==> src/rtl/mem_stage.sv <==
// mem_stage
// Memory-access stage of the five-stage pipeline. Holds a word-addressed
// data memory, performs the load or store of the instruction in MEM, and
// registers the MEM/WB pipeline register feeding write-back.
//
// Ports:
//   clk      in   1   pipeline clock, rising edge
//   clrn     in   1   asynchronous active-low reset
//   mwreg    in   1   instruction writes a register
//   mm2reg   in   1   instruction is a load
//   mwmem    in   1   instruction is a store
//   malu     in  32   ALU result / byte address
//   mb       in  32   store data
//   mrn      in   5   destination register number
//   wwreg    out  1   registered register write enable
//   wm2reg   out  1   registered load select
//   walu     out 32   registered ALU result
//   wmo      out 32   registered memory read data
//   wrn      out  5   registered destination register number
//   mis_err  out  1   sticky misaligned-access flag
module mem_stage #(
  parameter int ADDR_W = 5
) (
  input  logic        clk,
  input  logic        clrn,
  input  logic        mwreg,
  input  logic        mm2reg,
  input  logic        mwmem,
  input  logic [31:0] malu,
  input  logic [31:0] mb,
  input  logic [4:0]  mrn,
  output logic        wwreg,
  output logic        wm2reg,
  output logic [31:0] walu,
  output logic [31:0] wmo,
  output logic [4:0]  wrn,
  output logic        mis_err
);

  localparam int DEPTH = 1 << ADDR_W;

  logic [31:0]       mem [DEPTH];
  logic [ADDR_W-1:0] index;
  logic              aligned;
  logic [31:0]       mo;

  // Upper address bits are ignored, so accesses wrap around the memory.
  assign index   = malu[ADDR_W+1:2];
  assign aligned = (malu[1:0] == 2'b00);
  assign mo      = mem[index];

  // Memory and MEM/WB register share one edge. Because mo is sampled
  // before the write lands, a store (or an illegal load+store) captures
  // the pre-write word into wmo. The memory is cleared on reset, so it is
  // built from resettable flops rather than a RAM macro.
  always_ff @(posedge clk or negedge clrn) begin
    if (!clrn) begin
      for (int i = 0; i < DEPTH; i++) begin
        mem[i] <= '0;
      end
      wwreg   <= 1'b0;
      wm2reg  <= 1'b0;
      walu    <= '0;
      wmo     <= '0;
      wrn     <= '0;
      mis_err <= 1'b0;
    end else begin
      if (mwmem && aligned) begin
        mem[index] <= mb;
      end
      walu   <= malu;
      wmo    <= mo;
      wrn    <= mrn;
      wm2reg <= mm2reg;
      // A misaligned load becomes a bubble: it must not write a register.
      wwreg  <= mwreg & ~(mm2reg & ~aligned);
      // Only real memory accesses can flag misalignment.
      if ((mwmem || mm2reg) && !aligned) begin
        mis_err <= 1'b1;
      end
    end
  end

endmodule
==> config.mk <==
export PLATFORM = sky130hd
export DESIGN_NAME = mem_stage
export DESIGN_NICKNAME = d
export VERILOG_FILES = /design/src/rtl/mem_stage.sv
export SDC_FILE = /design/constraint.sdc
export NUM_CORES = 1
export LEC_CHECK = 0
export ABC_CLOCK_PERIOD_IN_PS = 1400
export BUFFER_PORTS_ARGS = -buffer_cell sky130_fd_sc_hd__buf_2
export CAP_MARGIN = 20
export CORE_ASPECT_RATIO = 1.1
export CORE_MARGIN = 2
export CORE_UTILIZATION = 60
export CTS_CLUSTER_DIAMETER = 80
export DETAILED_ROUTE_END_ITERATION = 6
export PLACE_DENSITY = 0.77
export SETUP_SLACK_MARGIN = 0.3
export SLEW_MARGIN = 20
export SYNTH_ARGS = -nofsm -noshare
export SYNTH_HDL_FRONTEND = slang
export SYNTH_SLANG_ARGS = --single-unit
==> constraint.sdc <==
create_clock -name clk -period 1.4 [get_ports clk]
set_input_delay 0.14 -clock clk [delete_from_list [all_inputs] [get_ports clk]]
set_output_delay 0.14 -clock clk [all_outputs]
set_load 0.01 [all_outputs]
# --- Word-level counts from Yosys, hierarchy flattened ---
# Cells that the tools add are included.
word_totals:
  regBits: 1096
  latchBits: 0
  mem_bits_rw: 0
  rom_bits: 0
  inputBits: 74
  out_inout_bits: 72
  word_cells: 57
  n_memories: 0
op_classes:
  n_addsub: 0
  multipliers: 0
  div_mod_pow: 0
  n_lt_le_gt_ge: 2
  n_eq_ne: 0
  n_shift: 0
  n_mux: 6
  bitwise_logic: 5
  reduce_logical: 6
ops:
  columns: ["op", "n"]
  rows:
  - ["1024-bit bitwise mux", 1]
  - ["32-bit binary-select mux with 5-bit select", 1]
  - ["32-bit demux with 5-bit select", 1]
  - ["32-bit 2-to-1 mux", 3]
  - ["6-bit greater-or-equal comparator (second input constant)", 1]
  - ["6-bit by 1-bit < comparator with 1-bit output (second input constant)", 1]
  - ["5-bit NOT with 6-bit output", 1]
  - ["1-bit logical AND", 3]
  - ["1-bit bitwise AND", 2]
  - ["2-bit zero test", 1]
  - ["1-bit NOT", 2]
  - ["1-bit zero test", 1]
  - ["1-bit logical OR", 1]

# --- Depth between registers and ports, before layout ---
depth:
  depth_word: 6
  mapped_depth: 8
  mapped_depth_nobuf: 4

# --- Worst setup path before layout ---
# No wires, ideal clock.
synth_timing:
  path_type: "input to register"
  from: "input malu[3]"
  to: "register mem[1000] (netlist bit)"
  setup_ns: 0.125
  arrival_time_ns: 1.508
  required_time_ns: 1.275
  setup_slack_ns: -0.233
  path_stages: 8
  n_path_buf: 4
  path_cell_list: "buf_6 -> nor4b_4 -> nand2b_1 -> buf_2 -> nor2b_1 -> buf_2 -> buf_4 -> mux2_2"
synth_via:
  elab_chain_cells: 6
  word_cells_on_any_way: 7
  classes_between: "order compare (2); mux (3); bitwise (1); reduce/logical (1)"
synth_lines:
  columns: ["item", "line_no", "rtl"]
  rows:
  - ["start: declaration", "29", "input logic [31:0] malu,"]
  - ["5-bit NOT with 6-bit output (implied by the code) *", "69", "mem[index] <= mb;"]
  - ["6-bit greater-or-equal comparator (implied by the code) / 6-bit by 1-bit < comparator with 1-bit output (equally long branches)", "69", null]
  - ["1-bit logical AND (implied by the code)", "69", null]
  - ["32-bit 2-to-1 mux (implied by the code)", "69", null]
  - ["32-bit demux with 5-bit select *", "69", null]
  - ["1024-bit bitwise mux *", "69", null]
  - ["end signal: indexed assignment", "69", null]
  - ["end: declaration", "42", "logic [31:0] mem [DEPTH];"]
# Every way passes the cells marked *; elsewhere a longest branch is shown, timed or not.
# A chain may end at the register's enable or synchronous reset.

# --- Worst setup path after layout ---
layout_timing:
  from: "register mem[526] (netlist bit)"
  to: "register wmo[14]"
layout_via:
  elab_chain_cells: 3
layout_lines:
  columns: ["item", "line_no", "rtl"]
  rows:
  - ["32-bit binary-select mux with 5-bit select", "50", "assign mo = mem[index];"]
  - ["32-bit 2-to-1 mux (implied by the code) (2 in series)", "50", null]
  - ["via mo[14]", "45", "logic [31:0] mo;"]
  - ["end signal: assignment", "72", "wmo <= mo;"]
  - ["end: declaration", "35", "output logic [31:0] wmo,"]
# The timed path passes the listed nets, and every way through them passes these cells. The select of a mux whose other input is x is not followed.

==> key figures <==
Status
  • Outcome: finished, violations left
  • Failing checks: hold timing, setup timing

Pwr
  • Worst IR Drop VDD: around 1200 uV
  • PwrDens: 1190 mW/mm2
  • Part of the power in registers: 0.480
  • Total chip power: 74.82 mW
  • Comb pwr share: 0.114
  • Leak pwr: 30.79 nW
  • Sw power: 18.45 mW
  • P_int: ~56 mW
  • Clock group share of total power: 0.406
  • Switching Share: 0.2466

Global route
  • Global route total overflow: 0
  • Initial antenna violation count: 8
  • Largest net degree at the start of global routing: 99
  • Vias in the first global route: roughly 35000
  • All-Layer GR Usage: 0.3635
  • Wire length of the first global-routing pass: about 220000 um

Die
  • Die height: ~300 um
  • Die area: between 0.08 and 0.09 mm2
  • Core Region: around 0.080 mm2
  • Die Width: between 200 and 300 um
  • FP Rows: around 110
  • Ports: between 100 and 150
  • Starting Density: 0.6042

Critical path
  • Startpoint types: register
  • Worst setup path category: register to register
  • CP Max Fanout: 2
  • Critical Path RT: a little under 2000 ps
  • Crit-path cells: mux2i_1 > o22ai_1 > nor4_2 > buf_4 > nand2_1
  • Flop2flop setup slack: -190 ps
  • Peak per-stage delay on the critical path: 390 ps
  • WP data arrival: between 2000 and 2500 ps
  • Crit path from: mem[526]
  • Crit path max-delay cell type: dfrtp_1
  • Reg2reg start: mem[526]
  • Crit end category: register
  • Crit Reg-Reg Endpoint: wmo[14]
  • Worst-case reg-to-reg path depth: 5
  • WP buf/inv: 1
  • Stages on worst setup path: 5
  • Critical path endpoint: wmo[14]
  • Cell family with most CP delay: simple AND/OR/NAND/NOR gates

Timing
  • Worst hold margin: -73.91 ps
  • Final TNS setup: -18930 ps
  • Hold violation count in the final report: 14
  • Post-route setup slack: -193.1 ps
  • Final Setup Violations: roughly 260
  • Clk_skew: between 20 and 25 ps
  • Worst slew pin tran: about 700 ps
  • Slew HR: 0.5300
  • F_max: between 600 and 700 MHz
  • Post-route minimum period: around 1600 ps
  • Crit share post-route: 1.138
  • Max Slew Vio Count: 0
  • RSZ-0062 raised after global routing: true

Placement
  • Placement Setup Slack: -730.9 ps
  • RD Place Congestion: approximately 0.88
  • DP Area: between 0.05 and 0.06 mm2
  • HPWL Detailed: about 83000 um
  • DP Cell Count: 4594
  • # port buffers: 145

Detailed routing
  • Via-to-Cell Ratio: roughly 6.8
  • DRC: 0
  • Drt pass-1 iters: 5
  • WL final: ~170000 um
  • Vias: about 34000
  • Post-route ant nets: 0
  • Drt wl/cell: ~33 um
  • Initial drt markers: between 3000 and 4000

Synthesis
  • Synth top area share: 0.5661
  • Yosys warnings: 0
  • Seq/Total Area, Yosys: 0.5661
  • Yosys cell types: 36
  • Gate count of the mapped netlist: around 3400
  • Synth top area cells: dfrtp_1 57%, mux2_2 20%, mux2i_1 11%
  • Net Count, Synth: around 3500
  • Synthesized area: 0.04845 mm2
  • FF+latch count, synth: around 1100
  • Synth Area per Inst: roughly 14 um2
  • Synth area leader: dfrtp_1

CTS
  • Clock root buffer: clkbuf_16
  • Clk buf depth: 3
  • Cts bufs inserted: 109
  • Clock sinks: 1096
  • CTS HTree Levels: 3
  • CTS tree: done
  • Hold Buf Count CTS: 43
  • Clock slew at reported path FFs: about 60 ps
  • Clock Latency Late Sink: approximately 700 ps

Job
  • Max Cap Viol: 0

Layout
  • Layout cells sized above 1: 0.4891
  • Post-route cell area: 0.06286 mm2
  • Most frequent cells in the layout: 1096 x dfrtp_1, 491 x mux2_2, 490 x mux2i_1, 453 x mux2_4, 228 x buf_4
  • Area Overhead vs Synth: 29.74%
  • Most common cell after layout, fill and taps aside: dfrtp_1
  • Non-Filler Instances: about 5000
  • Nets@finish: slightly below 4000

Worst hold path
  • Hold crit path type: input port to asynchronous set/reset pin
final cells by class:
| class | instances | area, um2 |
|---|---|---|
| Sequential cell | 1096 | 27430 |
| Multi-Input combinational cell | 1960 | 22100 |
| Fill cell | 4051 | 17330 |
| Timing Repair Buffer | 672 | 8297 |
| Clock buffer | 169 | 3336 |
| Tap cell | 1054 | 1319 |
| Clock inverter | 31 | 369.1 |
| Antenna cell | 4 | 10.01 |
synth_stat cells:
master,number
buf_1,2
and4_1,1
nand3_4,2
nor2b_1,2
nand2_2,4
mux2_4,30
nor3_4,1
or4b_1,4
o21bai_1,1
or4_1,1
nand2b_1,5
nor4b_4,1
mux2_1,144
nand3_2,1
buf_6,7
mux2i_1,512
o22ai_1,256
and2_1,2
nand4b_1,4
nand4bb_1,6
nor2_2,11
buf_4,49
nor2_1,5
nor3_1,1
and2b_1,4
dfrtp_1,1096
clkbuf_1,163
buf_2,103
nand3_1,4
nor4_1,64
nor3_2,1
nand2_1,40
nand4_1,1
mux2_2,850
nand4b_4,1
o21ai_0,1
registers in the layout, summed over array words and instances (netlist names):
name     flops
walu        32
wwreg        1
wmo         32
wrn          5
wm2reg       1
mem       1024
mis_err      1
routing by layer:
layer,vias to the layer above,part of all wire,global-route usage
met5,-,0.00029,0
met4,8,0.079,0.1963
met3,745,0.10,0.08629
met2,1978,0.46,0.5823
met1,17641,0.36,0.4601
li1,13289,-,-
what timing repair did:
action | 4_1_cts | 5_1_grt
setup buffers | 67 | 20
cloned | 34 | 24
resized for setup | 376 | 331
pin swaps | 71 | 67
endpoints found under the hold margin | 1136 | 14
setup endpoints to repair | 818 | 1123
worst min path at each step:
stage	endpoint	slack, ps	cells after the start
after global routing	mem[720]	-60	2
final	mem[720]	-70	2
after floorplan	mem[0]	-160	0
after global placement	mem[80]	50	1
after CTS	mem[720]	-70	2
after detailed placement	mem[752]	50	1
per-stage QoR:
| stage | utilization | hold WS (ps) |
|---|---|---|
| after floorplan | - | -155.6 |
| after global placement | 0.6655 | 54.22 |
| after detailed placement | 0.6655 | 53.19 |
| after CTS | 0.7561 | -65.82 |
| after global routing | 0.7838 | -56.47 |
| final | 0.7839 | -73.91 |
cells by family after synthesis:
kind of cell	count (synthesis)	synth area share
AOI/OAI and AO/OA	258	0.03331
buffers and inverters	324	0.03264
DFF	1096	0.5661
muxes	1536	0.3461
and+or+nand+nor	166	0.02185
worst register-to-register path, cell delays in order (launching register included):
cell     delay [ps]
dfrtp_1         390
mux2i_1         300
o22ai_1         170
nor4_2          380
buf_4           170
nand2_1          50
power groups by stage:
stage	Sequential [mW]	Clock, mW	Combinational, mW
5_1_grt	36.1	31.8	9.01
2_1_floorplan	35.8	0	4.35
3_5_place_dp	36.2	0	7.00
4_1_cts	35.7	30.2	7.70
3_3_place_gp	35.9	0	6.64
6_report	35.9	30.4	8.52
Power figures use the tool's default switching activity.
